### config.mk
export PLATFORM = sky130hd
export DESIGN_NAME = counter_updown_mod
export DESIGN_NICKNAME = d
export VERILOG_FILES = /design/src/rtl/counter_updown_mod.sv
export SDC_FILE = /design/constraint.sdc
export NUM_CORES = 1
export LEC_CHECK = 0
export ABC_AREA = 1
export CORE_MARGIN = 2
export CORE_UTILIZATION = 24
export CTS_CLUSTER_DIAMETER = 120
export DETAILED_ROUTE_END_ITERATION = 8
export PLACE_DENSITY = 0.52
export SYNTH_ARGS = -nofsm -noshare
export SYNTH_HDL_FRONTEND = slang
export SYNTH_SLANG_ARGS = --single-unit
### constraint.sdc
create_clock -name CLK -period 1.85 [get_ports CLK]
set_clock_uncertainty 0.1 [all_clocks]
set_input_delay 0.185 -clock CLK [delete_from_list [all_inputs] [get_ports CLK]]
set_output_delay 0.185 -clock CLK [all_outputs]
set_load 0.05 [all_outputs]
### src/rtl/counter_updown_mod.sv
// -----------------------------------------------------------------------------
// counter_updown_mod
// Parametrised up/down modulo counter with programmable limit, wrap or
// saturate boundary behaviour, prescaled stepping, a registered one-cycle
// terminal-count strobe and a sticky overflow flag.
//
// Ports:
//   CLK        in   1           clock, rising edge
//   RESET      in   1           asynchronous active-high reset
//   Invalue    in   WIDTH       parallel load value (clamped to Limit)
//   Load       in   1           synchronous load strobe (highest priority)
//   UP         in   1           count-up request
//   DOWN       in   1           count-down request
//   Enable     in   1           global count enable
//   Mode       in   1           0 = wrap, 1 = saturate
//   Limit      in   WIDTH       upper bound of the count range 0..Limit
//   Prescale   in   PRESCALE_W  step every Prescale+1 qualifying cycles
//   Clear_ovf  in   1           synchronous clear of OVF
//   Count      out  WIDTH       current count, registered
//   FULL       out  1           Count >= Limit (combinational decode)
//   EMPTY      out  1           Count == 0 (combinational decode)
//   TC         out  1           terminal-count pulse, registered
//   OVF        out  1           sticky boundary-hit flag, registered
// -----------------------------------------------------------------------------
module counter_updown_mod #(
    parameter int WIDTH      = 8,
    parameter int PRESCALE_W = 4
) (
    input  logic                  CLK,
    input  logic                  RESET,
    input  logic [WIDTH-1:0]      Invalue,
    input  logic                  Load,
    input  logic                  UP,
    input  logic                  DOWN,
    input  logic                  Enable,
    input  logic                  Mode,
    input  logic [WIDTH-1:0]      Limit,
    input  logic [PRESCALE_W-1:0] Prescale,
    input  logic                  Clear_ovf,
    output logic [WIDTH-1:0]      Count,
    output logic                  FULL,
    output logic                  EMPTY,
    output logic                  TC,
    output logic                  OVF
);

    logic [WIDTH-1:0]      r_count;
    logic [PRESCALE_W-1:0] r_presc;
    logic                  r_tc;
    logic                  r_ovf;

    logic [WIDTH-1:0]      w_count_nxt;
    logic [PRESCALE_W-1:0] w_presc_nxt;
    logic                  w_tc_nxt;
    logic                  w_ovf_nxt;
    logic                  w_bnd;
    logic                  w_qual;
    logic [WIDTH-1:0]      w_load_val;

    // A qualifying cycle needs exactly one direction request; UP=DOWN=1 holds.
    assign w_qual     = !Load && Enable && (UP ^ DOWN);
    assign w_load_val = (Invalue > Limit) ? Limit : Invalue;

    // Next-state decode: Load > prescaled step > hold.
    always_comb begin
        w_count_nxt = r_count;
        w_presc_nxt = r_presc;
        w_bnd       = 1'b0;
        if (Load) begin
            w_count_nxt = w_load_val;
            w_presc_nxt = {PRESCALE_W{1'b0}};
        end else if (w_qual) begin
            if (r_presc == Prescale) begin
                w_presc_nxt = {PRESCALE_W{1'b0}};
                if (UP) begin
                    if (r_count >= Limit) begin
                        w_bnd       = 1'b1;
                        w_count_nxt = Mode ? Limit : {WIDTH{1'b0}};
                    end else begin
                        w_count_nxt = r_count + {{(WIDTH-1){1'b0}}, 1'b1};
                    end
                end else begin
                    if (r_count == {WIDTH{1'b0}}) begin
                        w_bnd       = 1'b1;
                        w_count_nxt = Mode ? {WIDTH{1'b0}} : Limit;
                    end else if (r_count > Limit) begin
                        // Limit was lowered under a running count: snap back into range.
                        w_count_nxt = Limit;
                    end else begin
                        w_count_nxt = r_count - {{(WIDTH-1){1'b0}}, 1'b1};
                    end
                end
            end else begin
                // Free-running increment; wraps at all-ones if Prescale was lowered below it.
                w_presc_nxt = r_presc + {{(PRESCALE_W-1){1'b0}}, 1'b1};
            end
        end else begin
            w_count_nxt = r_count;
            w_presc_nxt = r_presc;
        end
        w_tc_nxt = w_bnd;
        // A boundary hit on the same edge wins over the clear request.
        if (w_bnd) begin
            w_ovf_nxt = 1'b1;
        end else if (Clear_ovf) begin
            w_ovf_nxt = 1'b0;
        end else begin
            w_ovf_nxt = r_ovf;
        end
    end

    // State registers with asynchronous reset.
    always_ff @(posedge CLK or posedge RESET) begin
        if (RESET) begin
            r_count <= {WIDTH{1'b0}};
            r_presc <= {PRESCALE_W{1'b0}};
            r_tc    <= 1'b0;
            r_ovf   <= 1'b0;
        end else begin
            r_count <= w_count_nxt;
            r_presc <= w_presc_nxt;
            r_tc    <= w_tc_nxt;
            r_ovf   <= w_ovf_nxt;
        end
    end

    assign Count = r_count;
    assign TC    = r_tc;
    assign OVF   = r_ovf;
    // FULL uses >= so a count stranded above a lowered Limit still reads full.
    assign FULL  = (r_count >= Limit);
    assign EMPTY = (r_count == {WIDTH{1'b0}});

endmodule

==> results.cfg <==
[placed_design]
placed_cells = 511
place_worst_setup_slack_ps = -618
finalWeightedCongestion = 0.846
hpwlAfterDp_um = 5610
io_buffers = 39
place_area_sq_mm = 0.00301

[cells_and_area]
seqCellArea_sq_um = 360
fillerInstances = 872
areaGrowthSynthToFinish_pct = 63.6
multi_input_area_sq_mm = 0.00174
diodes = 0
drive_above_1_share_pct = 36.2
nNetsFinal = 474
fin_cells = 530
design_area_sq_mm = 0.00340

[synthesis]
synth_edf_count = 0
ys_top_cells_by_area = dfrtp_1, nand2_1, ha_1
synth_area_per_cell_sq_um = 6.37
ys_types = 31
synth_commonest_cells = nand2_1, inv_1, nor2_1, nand3_1, a21oi_1
ys_seq_elements = 14
yosys_most_used_dff = dfrtp_1
synth_top_cell_by_area = dfrtp_1
synth_fp_nets = 374
synth_top_area_share_pct = 16.9
ys_warn_count = 0
synth_area_sq_mm = 0.00208
ys_async_sr_fraction_pct = 100
synth_cells = 326
yosysSeqAreaShare_pct = 16.9
synth.most_common_cell = nand2_1

[detailed_routing]
ant_nets = 0
drcViolationCount = 0
via_count = 2449
viasPerCell = 4.62
drt-initial-drc-count = 135
wire_per_inst_um = 13.5
drtPass1Iterations = 4
wirelength_um = 7170

[grt]
gr-total-overflow = 0
antenna_found_initial = 0
grt_max_degree = 15
grt_pass1_wl_um = 11300
grt_pass1_vias = 2299
grt_use_total_pct = 14.6

[clock_network]
clock_path_buffers = 2
ctsHoldBuffers = 0
clk_pin_slew_ps = 60
cts_sinks = 14
clock_latency_ps = 250
cts_tree = yes
cts-buffers-inserted = 3
root_buffer = clkbuf_8
ctsHtreeMaxLevel = 1

[timing]
worst_slack_ps = -188
hold_viol = 0
fmax_ghz = 0.491
tightest_slew_ps = 490
rsz0062_at_grt = yes
setup_violations = 9
drv_slew = 0
fin_crit_sh_pct = 110
period_needed_ps = 2040
maxSlewHeadroom_pct = 67.2

[die]
start_util_pct = 25.0
core_area_sq_mm = 0.00830
io_pins = 40
die_area_sq_mm = 0.00941
dieWidth_um = 97.0
die_h_um = 97.0
rows = 33

[power_and_ir_drop]
p_leak_nw = 1.71
p_total_mw = 2.36
powerDensity_mw_per_mm2 = 695
ir_worst_vdd_mv = 0.291

[worst_setup_path]
slowest_stage = dfrtp_2
critPathKind = reg -> reg
cp-start-kind = register
crit_chain = ha_4 > a21oi_4 > nor2_2 > nor2_4 > buf_6 > buf_4 > nand4_1 > a21oi_1 > nand2_1 > a21oi_2
crit_start = Count[5]$_DFFE_PP0P_
max_stage_delay_ps = 430
worstPathRequired_ps = 1920
r2r-start = Count[5]$_DFFE_PP0P_
path_max_fanout = 4
r2r_slack_ps = -190
worstSetupEndpointType = register
arrival_ps = 2110

[hold_path]
hp-class = in -> async

[run_status]
violations = negative setup slack
status = finished with violations

[job]
drv_cap = 0
sequential cells by signal, indices dropped and copies added (netlist names):
name / cells
Count: 8
OVF: 1
TC: 1
r_presc: 4
final cells by class:
cell class	count	area share (%)
inverters	44	4.93
multi-input cells	259	51.3
well taps	105	3.87
flip-flops and latches	14	10.6
clock buffers	4	1.62
repair buffers	104	27.7
metrics by stage:
| step | utilization [%] | setup TNS, ps | hold WS [ps] |
|---|---|---|---|
| final | 40.9 | -1350 | 151 |
| after global placement | 36.2 | -5810 | 426 |
| after global routing | 40.9 | -2090 | 193 |
| after detailed placement | 36.2 | -6280 | 431 |
| after floorplan | - | -2260 | -26.3 |
| after CTS | 39.0 | -1010 | 160 |
path summary, 6_finish.rpt:
path / endpoint / depth (start not counted)
min reg2reg: OVF$_DFFE_PP0P_ / 2
min: Count[6]$_DFFE_PP0P_ / 3
min in group CLK: OVF$_DFFE_PP0P_ / 2
max: Count[3]$_DFFE_PP0P_ / 10
max in group asynchronous: Count[3]$_DFFE_PP0P_ / 3
max reg2reg: Count[3]$_DFFE_PP0P_ / 10
repair_timing:
action | CTS | global route
setup buffers | 12 | 2
resized for setup | 37 | 32
cloned | 0 | 1
endpoints found under the hold margin | 0 | 0
pin swaps | 12 | 29
endpoints found under the setup margin | 12 | 11
cell families (layout without fill, tap and decap cells):
| kind of cell | Yosys count | after routing | share of synthesized area [%] |
|---|---|---|---|
| buf+inv | 54 | 152 | 11.0 |
| simple gates | 180 | 181 | 42.8 |
| xor+xnor | 13 | 13 | 5.48 |
| flops | 14 | 14 | 16.9 |
| compound gates | 45 | 45 | 11.8 |
| fa+ha+maj | 20 | 20 | 12.0 |
layer usage:
layer / GRT usage, % / up-vias / part of all wire [%] / routed length (um)
met5: 0 / - / 0 / 0
met4: 2.28 / 0 / 0.80 / 57
met3: 1.73 / 4 / 4.6 / 328
met2: 25.2 / 57 / 50 / 3560
met1: 19.9 / 1125 / 45 / 3220
li1: - / 1263 / - / -
where the power goes:
group / switching [mW] / total [mW] / internal, mW
Clock: 0.115 / 0.303 / 0.188
Sequential: 0.0570 / 0.420 / 0.363
Combinational: 0.929 / 1.64 / 0.710
critical path, delay by kind of cell (launching register included):
kind,cells,cell delay (ps)
compound gates,3,440
fa+ha+maj,1,240
buf+inv,2,280
flops,1,430
simple gates,4,470
layout by cell type, fill, tap and decap left out, types with 6 or more instances in the layout:
cell,instances
buf_4,62
nand4_1,10
ha_4,7
dfrtp_1,6
xor2_1,8
nor2_1,34
dfrtp_2,8
nand2_2,10
dlygate4sd2_1,8
nand3_1,32
a21oi_1,22
inv_2,14
ha_1,13
nand2_1,69
a21oi_2,8
nand2_4,6
inv_1,29
clkdlybuf4s50_1,21
buf_6,7
Power figures use the tool's default switching activity.
